File: src/rtl/seg_pkg.sv
// Shared constants and types for the multiplexed 7-segment display path.
// Patterns are {a,b,c,d,e,f,g,dp}, MSB=a, active-high.
package seg_pkg;

    localparam int SEG_W = 8;

    localparam logic [SEG_W-1:0] SEG_0     = 8'b11111100;
    localparam logic [SEG_W-1:0] SEG_1     = 8'b01100000;
    localparam logic [SEG_W-1:0] SEG_2     = 8'b11011010;
    localparam logic [SEG_W-1:0] SEG_3     = 8'b11110010;
    localparam logic [SEG_W-1:0] SEG_4     = 8'b01100110;
    localparam logic [SEG_W-1:0] SEG_5     = 8'b10110110;
    localparam logic [SEG_W-1:0] SEG_6     = 8'b10111110;
    localparam logic [SEG_W-1:0] SEG_7     = 8'b11100000;
    localparam logic [SEG_W-1:0] SEG_8     = 8'b11111110;
    localparam logic [SEG_W-1:0] SEG_9     = 8'b11100110;
    localparam logic [SEG_W-1:0] SEG_BLANK = 8'b00000000;

    typedef enum logic [1:0] {
        IDLE  = 2'd0,
        BLANK = 2'd1,
        DRIVE = 2'd2
    } scan_state_t;

    function automatic logic [SEG_W-1:0] seg_digit(input logic [3:0] v);
        logic [SEG_W-1:0] p;
        case (v)
            4'd0:    p = SEG_0;
            4'd1:    p = SEG_1;
            4'd2:    p = SEG_2;
            4'd3:    p = SEG_3;
            4'd4:    p = SEG_4;
            4'd5:    p = SEG_5;
            4'd6:    p = SEG_6;
            4'd7:    p = SEG_7;
            4'd8:    p = SEG_8;
            4'd9:    p = SEG_9;
            default: p = SEG_BLANK;
        endcase
        return p;
    endfunction

endpackage

File: src/rtl/seg_slot_timer.sv
// Per-digit slot prescaler: slot_cnt runs 0..SCAN_DIV-1 and is held at 0 by clear.
// in_blank looks one cycle ahead: the count after the next edge lies in the blanking window.
module seg_slot_timer #(
    parameter int SCAN_DIV  = 1000,
    parameter int BLANK_CYC = 16,
    parameter int CNT_W     = $clog2(SCAN_DIV)
) (
    input  logic             clk,
    input  logic             rst,
    input  logic             clear,
    output logic [CNT_W-1:0] slot_cnt,
    output logic             in_blank,
    output logic             slot_end
);

    assign slot_end = (slot_cnt == CNT_W'(SCAN_DIV - 1));
    // A wrap lands on count 0, which is always blank since BLANK_CYC >= 1.
    assign in_blank = slot_end || ((int'(slot_cnt) + 1) < BLANK_CYC);

    always_ff @(posedge clk or negedge rst) begin
        if (!rst) begin
            slot_cnt <= '0;
        end else if (clear || slot_end) begin
            slot_cnt <= '0;
        end else begin
            slot_cnt <= slot_cnt + 1'b1;
        end
    end

endmodule

File: src/rtl/seg_scan_ctrl.sv
// Round-robin digit scanner with per-slot blanking and 16-step PWM brightness.
// Patterns and duty are captured once per frame so mid-frame input changes never tear.
module seg_scan_ctrl #(
    parameter int DIGITS    = 3,
    parameter int SEG_W     = seg_pkg::SEG_W,
    parameter int SCAN_DIV  = 1000,
    parameter int BLANK_CYC = 16
) (
    input  logic                    clk,
    input  logic                    rst,
    input  logic                    en,
    input  logic [3:0]              duty,
    input  logic [DIGITS*SEG_W-1:0] seg_in,
    output logic [SEG_W-1:0]        seg_out,
    output logic [DIGITS-1:0]       dig_sel,
    output logic                    frame_start
);
    import seg_pkg::*;

    localparam int CNT_W = $clog2(SCAN_DIV);
    localparam int DIG_W = (DIGITS > 1) ? $clog2(DIGITS) : 1;

    scan_state_t             state;
    logic [DIG_W-1:0]        digit;
    logic [DIGITS*SEG_W-1:0] snap;
    logic [3:0]              duty_q;

    logic [CNT_W-1:0]        slot_cnt;
    logic                    in_blank;
    logic                    slot_end;

    logic [CNT_W-1:0]        k_nxt;
    logic                    lit_nxt;
    logic [SEG_W-1:0]        cur_pat;
    logic                    last_digit;

    seg_slot_timer #(
        .SCAN_DIV  (SCAN_DIV),
        .BLANK_CYC (BLANK_CYC),
        .CNT_W     (CNT_W)
    ) u_timer (
        .clk      (clk),
        .rst      (rst),
        .clear    ((state == IDLE) || !en),
        .slot_cnt (slot_cnt),
        .in_blank (in_blank),
        .slot_end (slot_end)
    );

    // Outputs are registered, so the PWM decision uses the count the timer will hold after this edge.
    always_comb begin
        k_nxt      = slot_cnt + 1'b1 - CNT_W'(BLANK_CYC);
        lit_nxt    = (k_nxt[3:0] <= duty_q);
        cur_pat    = snap[int'(digit)*SEG_W +: SEG_W];
        last_digit = (digit == DIG_W'(DIGITS - 1));
    end

    always_ff @(posedge clk or negedge rst) begin
        if (!rst) begin
            state       <= IDLE;
            digit       <= '0;
            snap        <= '0;
            duty_q      <= '0;
            seg_out     <= '0;
            dig_sel     <= '0;
            frame_start <= 1'b0;
        end else if (!en) begin
            state       <= IDLE;
            digit       <= '0;
            seg_out     <= '0;
            dig_sel     <= '0;
            frame_start <= 1'b0;
        end else begin
            case (state)
                IDLE: begin
                    state       <= BLANK;
                    digit       <= '0;
                    snap        <= seg_in;
                    duty_q      <= duty;
                    frame_start <= 1'b1;
                    seg_out     <= '0;
                    dig_sel     <= '0;
                end
                BLANK, DRIVE: begin
                    frame_start <= 1'b0;
                    if (slot_end) begin
                        if (last_digit) begin
                            digit       <= '0;
                            snap        <= seg_in;
                            duty_q      <= duty;
                            frame_start <= 1'b1;
                        end else begin
                            digit <= digit + 1'b1;
                        end
                    end
                    if (in_blank) begin
                        state   <= BLANK;
                        seg_out <= '0;
                        dig_sel <= '0;
                    end else begin
                        state   <= DRIVE;
                        seg_out <= lit_nxt ? cur_pat : '0;
                        dig_sel <= lit_nxt ? (DIGITS'(1) << digit) : '0;
                    end
                end
                default: begin
                    state   <= IDLE;
                    seg_out <= '0;
                    dig_sel <= '0;
                end
            endcase
        end
    end

endmodule

File: config.mk
export PLATFORM = sky130hd
export DESIGN_NAME = seg_scan_ctrl
export DESIGN_NICKNAME = d
export VERILOG_FILES = /design/src/rtl/seg_pkg.sv /design/src/rtl/seg_slot_timer.sv /design/src/rtl/seg_scan_ctrl.sv
export SDC_FILE = /design/constraint.sdc
export NUM_CORES = 1
export LEC_CHECK = 0
export ABC_AREA = 1
export CORE_MARGIN = 2
export CORE_UTILIZATION = 48
export CTS_BUF_LIST = sky130_fd_sc_hd__clkbuf_16
export CTS_CLUSTER_DIAMETER = 200
export CTS_CLUSTER_SIZE = 30
export DETAILED_ROUTE_END_ITERATION = 16
export GPL_ROUTABILITY_DRIVEN = 1
export PLACE_DENSITY = 0.8
export SYNTH_ARGS = -nofsm -noshare
export SYNTH_HDL_FRONTEND = slang
export SYNTH_SLANG_ARGS = --single-unit
File: constraint.sdc
create_clock -name clk -period 1.8 [get_ports clk]
set_input_delay 0.54 -clock clk [delete_from_list [all_inputs] [get_ports clk]]
set_output_delay 0.54 -clock clk [all_outputs]
set_load 0.05 [all_outputs]
Word-level counts from Yosys, hierarchy flattened --
Cells that the tools add are included.
Word-level totals: register bits 54, latch bits 0, RAM bits 0, ROM bits 0, input port bits 31, output and inout port bits 12, word-level logic and storage cells 59, memories kept 0
Operators by class: add/subtract/negate cells 4, multipliers 0, divide/modulo/power cells 0, $lt $le $gt $ge 2, equality and inequality tests 8, shift-type cells 2, muxes and demuxes 26, bitwise operators 0, reduce and logical (&&, ||, !) cells 9
Operators by type and width (number):
- 24-bit 2-to-1 mux | 2
- 24-bit one-hot mux with 2 select lines | 1
- 32-bit by 6-bit less-than comparator with 1-bit output, second input constant | 1
- 8-bit 2-to-1 mux | 4
- 24-bit by 6-bit indexed part select with 8-bit output | 1
- 3-bit 2-to-1 mux | 4
- 10-bit by 1-bit adder with 11-bit output, second input constant | 1
- 10-bit by 1-bit adder with 10-bit output, second input constant | 1
- 10-bit equality test, second input constant | 1
- 10-bit 2-to-1 mux | 1
- 2-bit 2-to-1 mux | 5
- 4-bit 2-to-1 mux | 2
- 2-bit one-hot mux with 2 select lines | 2
- 4-bit one-hot mux with 2 select lines | 1
- 2-bit equality test, second input constant | 2
- 4-bit less-or-equal comparator | 1
- 4-bit AND reduction | 1
- 4-bit by 1-bit subtractor with 4-bit output, second input constant | 1
- 1-bit logical OR | 3
- 1-bit 2-to-1 mux | 3
- 3-bit by 1-bit != test with 1-bit output, second input constant | 1
- 3-bit by 2-bit != test with 1-bit output, second input constant | 1
- 1-bit by 2-bit left shift with 3-bit output, first input constant | 1
- 2-bit by 1-bit adder with 2-bit output, second input constant | 1
- other kinds (9) | 9

Logic depth before layout (Yosys ltp) --
Gate-level depths: netlist of the first run.
depth in word-level cells 7, mapped depth 12, gate-level depth less buffers 12

By module --
A second synthesis of the first run with hierarchy kept.
Unflattened totals: cell total of the unflattened synthesis 336, area total of the unflattened synthesis 2712.6 um^2
Modules (own cells, without submodules):
- seg_scan_ctrl | times used 1, cells each 254, area each 2112.0 um^2, sequential area each 1101.1 um^2
- seg_slot_timer | times used 1, cells each 82, area each 600.6 um^2, sequential area each 250.2 um^2

Worst setup path after synthesis of the first run --
OpenSTA, ideal clock, no wires.
path type reg-to-reg, start point register u_timer.slot_cnt[0], end point register dig_sel[0], library setup time 0.073 ns, arrival time 1.703 ns, data required time 1.727 ns, setup slack 0.024 ns, cell stages (with the launch flop) 13, cell sequence dfrtp_1 ha_1 nand2_1 inv_1 nor2_1 ha_1 nand2_1 inv_1 o21ai_0 nand2_1 nand2_1 nand3_1 nor2_1
On the way: word-level cells in the longest chain between the ends 7, elaborated cells on any way between the ends 11
Ends and longest elaborated chain:
- from (decl) | RTL line seg_slot_timer.sv:11 | output logic [CNT_W-1:0] slot_cnt,
- from (signal assigned) | RTL line seg_slot_timer.sv:26 | slot_cnt <= slot_cnt + 1'b1;
- 10-bit by 1-bit adder with 10-bit output
- 4-bit by 1-bit subtractor with 4-bit output | RTL line seg_scan_ctrl.sv:52 | k_nxt = slot_cnt + 1'b1 - CNT_W'(BLANK_CYC);
- 4-bit less-or-equal comparator | RTL line seg_scan_ctrl.sv:53 | lit_nxt = (k_nxt[3:0] <= duty_q);
- 3-bit 2-to-1 mux | RTL line seg_scan_ctrl.sv:103 | dig_sel <= lit_nxt ? (DIGITS'(1) << digit) : '0;
- 3-bit 2-to-1 mux (*) | RTL line seg_scan_ctrl.sv:96 | if (in_blank) begin
- 3-bit 2-to-1 mux (*) | RTL line seg_scan_ctrl.sv:74 | case (state)
- 3-bit 2-to-1 mux (*) | RTL line seg_scan_ctrl.sv:67 | end else if (!en) begin
- to (signal assigned) | RTL line seg_scan_ctrl.sv:103
- to (decl) | RTL line seg_scan_ctrl.sv:15 | output logic [DIGITS-1:0] dig_sel,
Every way passes the cells marked *; elsewhere a longest branch is shown, timed or not. A chain may end at the register's enable or synchronous reset.

Worst setup path after layout of the first run --
start point register u_timer.slot_cnt[1], end point register seg_out[4]
On the way: word-level cells in the longest chain between the ends 7, elaborated cells on any way between the ends 11
Ends and longest elaborated chain:
- 10-bit by 1-bit adder with 10-bit output
- 4-bit by 1-bit subtractor with 4-bit output | RTL line seg_scan_ctrl.sv:52
- 4-bit less-or-equal comparator | RTL line seg_scan_ctrl.sv:53
- 8-bit 2-to-1 mux | RTL line seg_scan_ctrl.sv:102 | seg_out <= lit_nxt ? cur_pat : '0;
- 8-bit 2-to-1 mux (*) | RTL line seg_scan_ctrl.sv:96
- 8-bit 2-to-1 mux (*) | RTL line seg_scan_ctrl.sv:74
- 8-bit 2-to-1 mux (*) | RTL line seg_scan_ctrl.sv:67
- to (signal assigned) | RTL line seg_scan_ctrl.sv:102
- to (decl) | RTL line seg_scan_ctrl.sv:14 | output logic [SEG_W-1:0] seg_out,
Marked as above.

==> impl_metrics.tcl, run 1 <==
set metrics [dict create \
    cp.required_ns 2.02 \
    row_count 26 \
    clk_root_buffer_cell "clkbuf_16" \
    cts.sinks 54 \
    hold_viol 0 \
    grt.overflow.total 0 \
    setup_viol_count_final 8 \
    final_util_pct 70.50 \
    p_clk_share_pct 34.3 \
    grt_max_degree 20 \
    reg2reg_depth 11 \
    path_max_fanout 5 \
    multi_input_area_sq_mm 0.001286 \
    portBuffers 42 \
    violations "setup timing" \
    drc 0 \
    fp.dieH_um 78.01 \
    crit_type "reg2reg" \
    cap_viol_max_count 0 \
    ff_latch_area_sq_mm 0.001351 \
    ctsHtreeMaxLevel 2 \
    hp-class "in2async" \
    ios 43 \
    p_switching_uw 864.3 \
    dpl_cell_area_sq_mm 0.003291 \
    p_seq_share_pct 46.4 \
    gp_congestion 0.8719 \
    first_global_vias 2230 \
    synthCells 317 \
    totalPowerFinal_uw 3163 \
    fin_crit_sh_pct 101.9 \
    intPower_uw 2299 \
    pwr-share-comb_pct 19.3 \
    worst_slew_pin_slew_ns 0.4955 \
    dr.pass1.iters 4 \
    dr_wl_met2_um 3236 \
    met3_wirelength_um 337 \
    layout_min_cycle_time_ns 1.834 \
    clockBufferDepth 2 \
    die_x_um 78.01 \
    fmax_ghz 0.5453 \
    nets 429 \
    drv_slew 0 \
    cp-start-kind "flip-flop" \
    place_hpwl_um 4335 \
    avgSynthCellArea_sq_um 8.293 \
    start_util_pct 50.50 \
    wl_um 6478 \
    arrival_ns 2.06 \
    dr_total_vias 2372 \
    relSlewSlack_pct 66.97 \
    grt_pass1_wl_um 10260 \
    first_iter_violations 227 \
    yosysWarnings 0 \
    clk_pin_slew_ns 0.07 \
    timing.final.ws_setup_ns -0.03379 \
    ys_seq_area_share_pct 51.40 \
    ys_seq_elements 54 \
    endpoint_kind "flip-flop" \
    area_delta_synth_final_pct 39.60 \
    antenna_left 0 \
    cts_tree "yes" \
    ir_drop_mv 0.5351 \
    fin_setup_tns_ns -0.1113 \
    antenna_found_initial 0 \
    status "complete, but fails checks" \
    syn-cell-area_sq_mm 0.002629 \
    fin_hold_ws_ns 0.2039 \
    power_leakage_uw 0.001817 \
    dieArea_sq_mm 0.006085 \
    met1Wirelength_um 2705 \
    clk_latency_ns 0.29 \
    vias_per_cell 5.134 \
    n_fill_cell 391 \
    antenna_cells 0 \
    yosysUniqueCellTypes 25 \
    drive_above_1_share_pct 25.51 \
    fin_skew_ns 0.006594 \
    cts_buffers 5 \
    post_drt_wl_per_cell_um 14.02 \
    synth_fp_nets 355 \
    power_density_mw_per_mm2 861.9 \
    sw_frac_of_total_pct 27.32 \
    finalInstanceArea_sq_mm 0.003670 \
    rsz0062_at_grt "true" \
    core_area_sq_mm 0.005205 \
    grtUsageTotal_pct 21.67 \
    top_layer_used "met4" \
]
[layout by cell type (no fill, tap or decap), types with 2 or more instances in the layout]
cell / n
a21oi_1: 5
nand3_1: 47
inv_1: 23
nand3_2: 5
ha_4: 2
o21ai_0: 3
clkdlybuf4s50_1: 29
nand2_1: 99
buf_12: 4
nor2_1: 22
nand2_2: 7
clkbuf_16: 5
nand2_4: 3
nand3_4: 4
dfrtp_1: 54
nor2_2: 10
inv_2: 4
nand4_1: 3
a21oi_2: 3
buf_4: 40
ha_1: 4
nor2_4: 3
[power groups by stage]
stage | logic [uW] | registers (uW) | clock network, uW
6_report | 612 | 1470 | 1080
5_1_grt | 685 | 1490 | 1160
4_1_cts | 585 | 1460 | 1100
3_5_place_dp | 552 | 1480 | 0
3_3_place_gp | 529 | 1480 | 0
2_1_floorplan | 325 | 1470 | 0
[cells in the mapped netlist (all sizes together)]
| cell | n | area, sq um |
|---|---|---|
| a21oi | 8 | 51.30 |
| buf | 9 | 56.30 |
| dfrtp | 54 | 1351 |
| ha | 7 | 87.58 |
| inv | 27 | 101.3 |
| nand2 | 109 | 429.2 |
| nand3 | 55 | 292.8 |
| nand3b | 1 | 20.02 |
| nand4 | 3 | 18.77 |
| nor2 | 35 | 153.9 |
| nor3 | 1 | 5.000 |
| o21ai | 5 | 25.02 |
| o31ai | 1 | 21.27 |
| or2 | 1 | 6.260 |
| xor2 | 1 | 8.760 |
[metal layers]
metal | track usage, % | vias to the layer above
met2 | 34.83 | 86
met1 | 29.33 | 1108
met3 | 3.953 | 20
met5 | 0 | -
li1 | - | 1158
met4 | 8.246 | 0
[through the flow]
stage,cells,worst slack [ns]
final,462,-0.03379
after global routing,462,-0.1166
after CTS,457,-0.00009881
after detailed placement,446,-0.1772
after global placement,446,-0.1435
after floorplan,317,0.02442
[repair_timing]
action | CTS | global route
setup endpoints to repair | 11 | 43
hold buffers | 0 | 0
resized for setup | 14 | 24
pin swaps | 11 | 15
gates cloned | 1 | 1
setup buffers | 2 | 4
[final timing paths]
kind | from | end | slack [ns]
min | rst | u_timer.slot_cnt[1]$_DFF_PN0_ | 0.20
min in group clk | snap[8]$_DFFE_PN0P_ | snap[8]$_DFFE_PN0P_ | 0.47
max reg2reg | u_timer.slot_cnt[1]$_DFF_PN0_ | seg_out[4]$_DFF_PN0_ | -0.03
min reg2reg | snap[8]$_DFFE_PN0P_ | snap[8]$_DFFE_PN0P_ | 0.47
max | u_timer.slot_cnt[1]$_DFF_PN0_ | seg_out[4]$_DFF_PN0_ | -0.03
max in group asynchronous | rst | dig_sel[2]$_DFF_PN0_ | 1.13
[kinds of logic after synthesis]
logic type,after synthesis,synth area share [%]
AND/OR/NAND/NOR,205,35.22
flip-flops,54,51.40
adder cells (fa/ha/maj),7,3.332
AO/OA/AOI/OAI,14,3.712
buffers and inverters,36,5.997
XOR/XNOR,1,0.3332
[registers in the layout, indices dropped and copies added, names as in the netlist]
name,flops
duty_q,4
state,2
dig_sel,3
digit,2
u_timer.slot_cnt,10
seg_out,8
frame_start,1
snap,24
[critical path, cell delays in order (launching register included)]
cell     delay, ns
dfrtp_1       0.43
ha_4          0.19
nor2_2        0.10
nor2_1        0.06
ha_1          0.31
nand2_2       0.08
inv_2         0.05
o21ai_2       0.06
nand2_2       0.13
nand2_4       0.14
nand3_1       0.10
nor2_2        0.10
[area by class of cell]
cell class,instances,share of cell area (%)
multi-input combinational,229,35.05
tap,70,2.387
clock buffer,5,3.409
clock inverter,3,1.159
sequential,54,36.82
timing repair buffer,74,18.41
inverter,27,2.762
Note: power is estimated with default switching activity, not from simulation.
==> run 2: changes to the inputs <==
- GPL_ROUTABILITY_DRIVEN: 1 -> not set
- PLACE_DENSITY: 0.8 -> 0.79
- SYNTH_HIERARCHICAL: not set -> 1
==> impl_metrics.tcl, run 2 <==
set metrics [dict create \
    place_hpwl_um 4504 \
    dpl_cell_area_sq_mm 0.003347 \
    avgSynthCellArea_sq_um 8.073 \
    hp-class "in2async" \
    nets 448 \
    synth-edff-count 0 \
    cts_buffers 5 \
    dr.pass1.iters 6 \
    crit_type "reg2reg" \
    grt_pass1_wl_um 11140 \
    synth_top_area_share_pct 49.82 \
    cts.sinks 54 \
    cp.required_ns 1.99 \
    hold_viol 0 \
    row_count 27 \
    reg2reg_depth 15 \
    synth_top_cell_by_area "dfrtp_1" \
    fin_hold_ws_ns 0.1943 \
    yosysUniqueCellTypes 24 \
    dieArea_sq_mm 0.006269 \
    cp-start-kind "flip-flop" \
    layout_common_cells "nand2_1, nand3_1, dfrtp_1" \
    grt_max_degree 29 \
    antenna_left 0 \
    worst-r2r-setup-slack_ns -0.15 \
    final_common_cell "nand2_1" \
    violations "setup timing" \
    post_drt_wl_per_cell_um 16.23 \
    fin_setup_tns_ns -3.708 \
    clockBufferDepth 2 \
    portBuffers 42 \
    largest_register "snap" \
    first_iter_violations 252 \
    endpoint_kind "flip-flop" \
    synth.most_common_cell "nand2_1" \
    ys.flop_type "dfrtp_1" \
    fmax_ghz 0.5122 \
    final_util_pct 70.83 \
    relSlewSlack_pct 68.76 \
    synthCells 336 \
    vias_per_cell 5.550 \
    core_area_sq_mm 0.005473 \
    ys_seq_area_share_pct 49.82 \
    synth_area_leaders "dfrtp_1, nand2_1, nand3_1" \
    synthTopCellsByCount "nand2_1, nand3_1, dfrtp_1" \
    grt.overflow.total 0 \
    syn-cell-area_sq_mm 0.002713 \
    async_reset_ff_share_pct 100.0 \
    dr_total_vias 2675 \
    arrival_ns 2.14 \
    grtUsageTotal_pct 22.78 \
    pre_cts_ws_ns -0.2523 \
    drc 0 \
    fin_skew_ns 0.004418 \
    cap_viol_max_count 0 \
    layout_min_cycle_time_ns 1.952 \
    gp_congestion 0.8833 \
    worst_slew_pin_slew_ns 0.4686 \
    timing.rr.end "seg_out[0]$_DFF_PN0_" \
    path_max_fanout 5 \
    start_util_pct 49.57 \
    antenna_found_initial 0 \
    fp.dieH_um 79.18 \
    die_x_um 79.18 \
    rsz0062_at_grt "true" \
    r2r-start "u_timer/slot_cnt[0]$_DFF_PN0_" \
    power_density_mw_per_mm2 836.3 \
    status "complete, but fails checks" \
    drv_slew 0 \
    cts_hold_buf 0 \
    clk_root_buffer_cell "clkbuf_16" \
    drive_above_1_share_pct 27.56 \
    clk_latency_ns 0.29 \
    power_leakage_uw 0.001912 \
    ir_drop_mv 0.5636 \
    fin_crit_sh_pct 108.5 \
    ys_seq_elements 54 \
    clk_pin_slew_ns 0.07 \
    setup_viol_count_final 42 \
    finalInstanceArea_sq_mm 0.003876 \
    yosysWarnings 6 \
    antenna_cells 0 \
    wl_um 7823 \
    area_delta_synth_final_pct 42.90 \
    first_global_vias 2416 \
    timing.final.ws_setup_ns -0.1522 \
    reg_top3 "snap: 24 flops, u_timer/slot_cnt: 10 flops, seg_out: 8 flops" \
    ctsHtreeMaxLevel 2 \
    synth_fp_nets 375 \
    largest_register_ffs 24 \
    cts_tree "yes" \
    ios 43 \
]
-- run 2: cell count changes in the layout (fill, tap and decap cells not counted), moves of 3 or more --
cell and change:
nand2_2 +7, a21oi_2 +6, nor2_1 -12, nand3_1 +10, inv_1 +4, nor2_2 -6, nand3_2 -3, nor2_4 +4
buf_4 -7, buf_6 +7
-- run 2: how the worst max path moves through the flow --
stage	slack, ns	cells past startpoint	from	end
global placement	-0.15	14	u_timer/slot_cnt[0]$_DFF_PN0_	seg_out[6]$_DFF_PN0_
floorplan	0.03	15	u_timer/slot_cnt[0]$_DFF_PN0_	seg_out[6]$_DFF_PN0_
finish	-0.15	15	u_timer/slot_cnt[0]$_DFF_PN0_	seg_out[0]$_DFF_PN0_
detailed placement	-0.25	14	u_timer/slot_cnt[0]$_DFF_PN0_	seg_out[6]$_DFF_PN0_
global route	-0.25	12	u_timer/slot_cnt[0]$_DFF_PN0_	duty_q[3]$_DFFE_PN0P_
CTS	0.0007	11	u_timer/slot_cnt[0]$_DFF_PN0_	seg_out[6]$_DFF_PN0_
-- run 2: layout make-up --
type	instances	area, sq um
repair buffers	77	767.0
clock inverters	3	21.27
well taps	72	90.09
clock buffers	5	125.1
multi-input cells	239	1398
inverters	32	122.6
flip-flops and latches	54	1353
fillers	390	1597
-- run 2: critical path, stage by stage, from the launching register on --
cell and delay (ns):
dfrtp_1 0.42, ha_4 0.20, nand2_2 0.07, nor2_2 0.14, nand3_1 0.09, nand2_1 0.13
nand2_2 0.10, nor2_4 0.13, nand3_2 0.10, nand2_4 0.11, buf_6 0.11, inv_4 0.03
nand4_1 0.07, nand2_1 0.06, nand2_1 0.05, inv_1 0.03
-- run 2: stage by stage --
step           power, uW  instances
6_report            3242        482
5_1_grt             3385        482
4_1_cts             3150        476
3_5_place_dp        2075        463
3_3_place_gp        2046        463
2_1_floorplan       1801        336
-- run 2: cell families (layout without fill, tap and decap cells) --
group,after synthesis,in the layout,share of synthesized area [%]
flops,54,54,49.82
compound gates,19,19,3.598
fa+ha+maj,8,8,3.690
buf+inv,44,117,7.795
simple gates,208,209,34.13
xor+xnor,3,3,0.9688
-- run 2: what timing repair did --
item                                    in CTS  in global routing
buffers inserted                             3                  5
endpoints found under the setup margin      38                 42
cloned                                       2                  2
gates resized for setup                     31                 35
pin swaps                                    9                 17
-- run 2: report_power, final --
part	internal, uW	switching (uW)	leakage, uW
Combinational	352	449	0.00113
Clock	516	437	0.0000714
Sequential	1370	116	0.000707
Total	2240	1000	0.00191
-- run 2: routing by layer --
| metal | global-route usage (%) | routed length [um] |
|---|---|---|
| met1 | 29.33 | 3030 |
| met2 | 39.07 | 3911 |
| met3 | 3.750 | 588 |
| met4 | 7.586 | 292 |
| met5 | 0 | 0 |
==> run 3: changes to the inputs <==
- SETUP_SLACK_MARGIN: not set -> 0.02
==> impl_metrics.tcl, run 3 (synthesis gave the netlist of run 2 again) <==
set metrics [dict create \
    slowest_delay_ns 0.42 \
    dr.pass1.iters 5 \
    clockBufferDepth 2 \
    grt_pass1_wl_um 11150 \
    worst-r2r-setup-slack_ns -0.17 \
    critical-path-top-delay-family "simple AND/OR/NAND/NOR gates" \
    cap_viol_max_count 0 \
    endpoint_kind "flip-flop" \
    antenna_cells 0 \
    wl_um 7643 \
    fin_crit_sh_pct 109.7 \
    gp_congestion 0.8833 \
    grtUsageTotal_pct 22.90 \
    clk_root_buffer_cell "clkbuf_16" \
    clk_pin_slew_ns 0.07 \
    drive_above_1_share_pct 27.14 \
    cts_buffers 5 \
    dp_cells 463 \
    critPathSlowestCell "dfrtp_1" \
    hp-class "in2async" \
    path_cells "ha_4 -> nand2_2 -> nor2_2 -> buf_4 -> nand4_1 -> inv_1 -> nor2_2 -> nor2_4 -> nand2_4 -> buf_12 -> nand2_2 -> nand2_1" \
    largest_register "snap" \
    hold_viol 0 \
    cts_tree "yes" \
    dpl_cell_area_sq_mm 0.003347 \
    drc 0 \
    clk_latency_ns 0.29 \
    layout_min_cycle_time_ns 1.975 \
    setup_viol_count_final 42 \
    timing.final.ws_setup_ns -0.1748 \
    core_area_sq_mm 0.005473 \
    cp.required_ns 1.97 \
    arrival_ns 2.15 \
    grt.overflow.total 0 \
    violations "setup timing" \
    crit_buf_inv 3 \
    ios 43 \
    relSlewSlack_pct 68.62 \
    start_util_pct 49.57 \
    vias_per_cell 5.437 \
    post_drt_wl_per_cell_um 15.89 \
    final_cells 481 \
    rsz0062_at_grt "true" \
    antenna_found_initial 0 \
    fmax_ghz 0.5064 \
    n_fill_cell 399 \
    ir_drop_mv 0.5591 \
    grt_max_degree 29 \
    cp-start-kind "flip-flop" \
    finalInstanceArea_sq_mm 0.003889 \
    row_count 27 \
    reg_top3 "snap: 24 flops, u_timer/slot_cnt: 10 flops, seg_out: 8 flops" \
    worst_slew_pin_slew_ns 0.4708 \
    ctsHtreeMaxLevel 2 \
    nets 447 \
    final_common_cell "nand2_1" \
    layout_common_cells "nand2_1, nand3_1, dfrtp_1" \
    crit_type "reg2reg" \
    first_global_vias 2416 \
    largest_register_ffs 24 \
    power_leakage_uw 0.001913 \
    path_max_fanout 14 \
    place_hpwl_um 4504 \
    antenna_left 0 \
    fp.dieH_um 79.18 \
    cts.sinks 54 \
    first_iter_violations 309 \
    fin_hold_ws_ns 0.1915 \
    die_x_um 79.18 \
    dieArea_sq_mm 0.006269 \
    power_density_mw_per_mm2 842.8 \
    area_delta_synth_final_pct 43.36 \
    drv_slew 0 \
    fin_skew_ns 0.006115 \
    portBuffers 42 \
    status "complete, but fails checks" \
    dr_total_vias 2615 \
]
run 3: area by class of cell:
cell class	count	area (sq um)	area share, %
clock buffers	5	125.1	3.218
clock inverters	3	21.27	0.5470
multi-input cells	239	1406	36.16
well taps	72	90.09	2.317
inverters	32	122.6	3.153
repair buffers	76	770.7	19.82
flip-flops and latches	54	1353	34.78
run 3: routing by layer:
| metal | track usage, % | wire length [um] |
|---|---|---|
| met5 | 0 | 0 |
| met4 | 7.931 | 242 |
| met3 | 3.750 | 526 |
| met2 | 39.66 | 3846 |
| met1 | 29.04 | 3027 |
run 3: stage by stage:
| stage | power [uW] | setup TNS [ns] | utilization, % | setup WS (ns) |
|---|---|---|---|---|
| floorplan | 1801 | 0 | - | 0.02846 |
| global placement | 2046 | -3.086 | 61.16 | -0.1468 |
| detailed placement | 2075 | -4.009 | 61.16 | -0.2523 |
| CTS | 3173 | 0 | 67.49 | 0.007051 |
| global route | 3429 | -7.544 | 71.06 | -0.2479 |
| finish | 3277 | -4.201 | 71.06 | -0.1748 |
run 3: worst reg2reg max path, delay by kind of cell (launching register included):
family                     cells  cell delay [ns]
DFF                            1             0.42
and+or+nand+nor                8             0.84
adders and majority gates      1             0.20
buffers and inverters          3             0.40
run 3: what timing repair did:
| item | 4_1_cts | 5_1_grt |
|---|---|---|
| setup endpoints to repair | 39 | 43 |
| pin swaps | 11 | 18 |
| resized for setup | 37 | 30 |
| hold buffers | 0 | 0 |
| hold endpoints to repair | 0 | 0 |
| cloned | 2 | 3 |
| buffers inserted | 3 | 2 |
run 3: report_power, final:
part	leakage, uW	total (uW)	switching (uW)	internal (uW)
Clock	0.0000714	955	439	516
Combinational	0.00113	838	466	372
Sequential	0.000707	1480	112	1370
Total	0.00191	3280	1020	2260
run 3: worst paths after layout:
| check | start | end | depth (start not counted) |
|---|---|---|---|
| max | u_timer/slot_cnt[0]$_DFF_PN0_ | snap[22]$_DFFE_PN0P_ | 12 |
| min | rst | u_timer/slot_cnt[1]$_DFF_PN0_ | 1 |
| max reg2reg | u_timer/slot_cnt[0]$_DFF_PN0_ | snap[22]$_DFFE_PN0P_ | 12 |
| min reg2reg | duty_q[2]$_DFFE_PN0P_ | duty_q[2]$_DFFE_PN0P_ | 2 |
| max in group asynchronous | rst | seg_out[7]$_DFF_PN0_ | 2 |
| min in group clk | duty_q[2]$_DFFE_PN0P_ | duty_q[2]$_DFFE_PN0P_ | 2 |
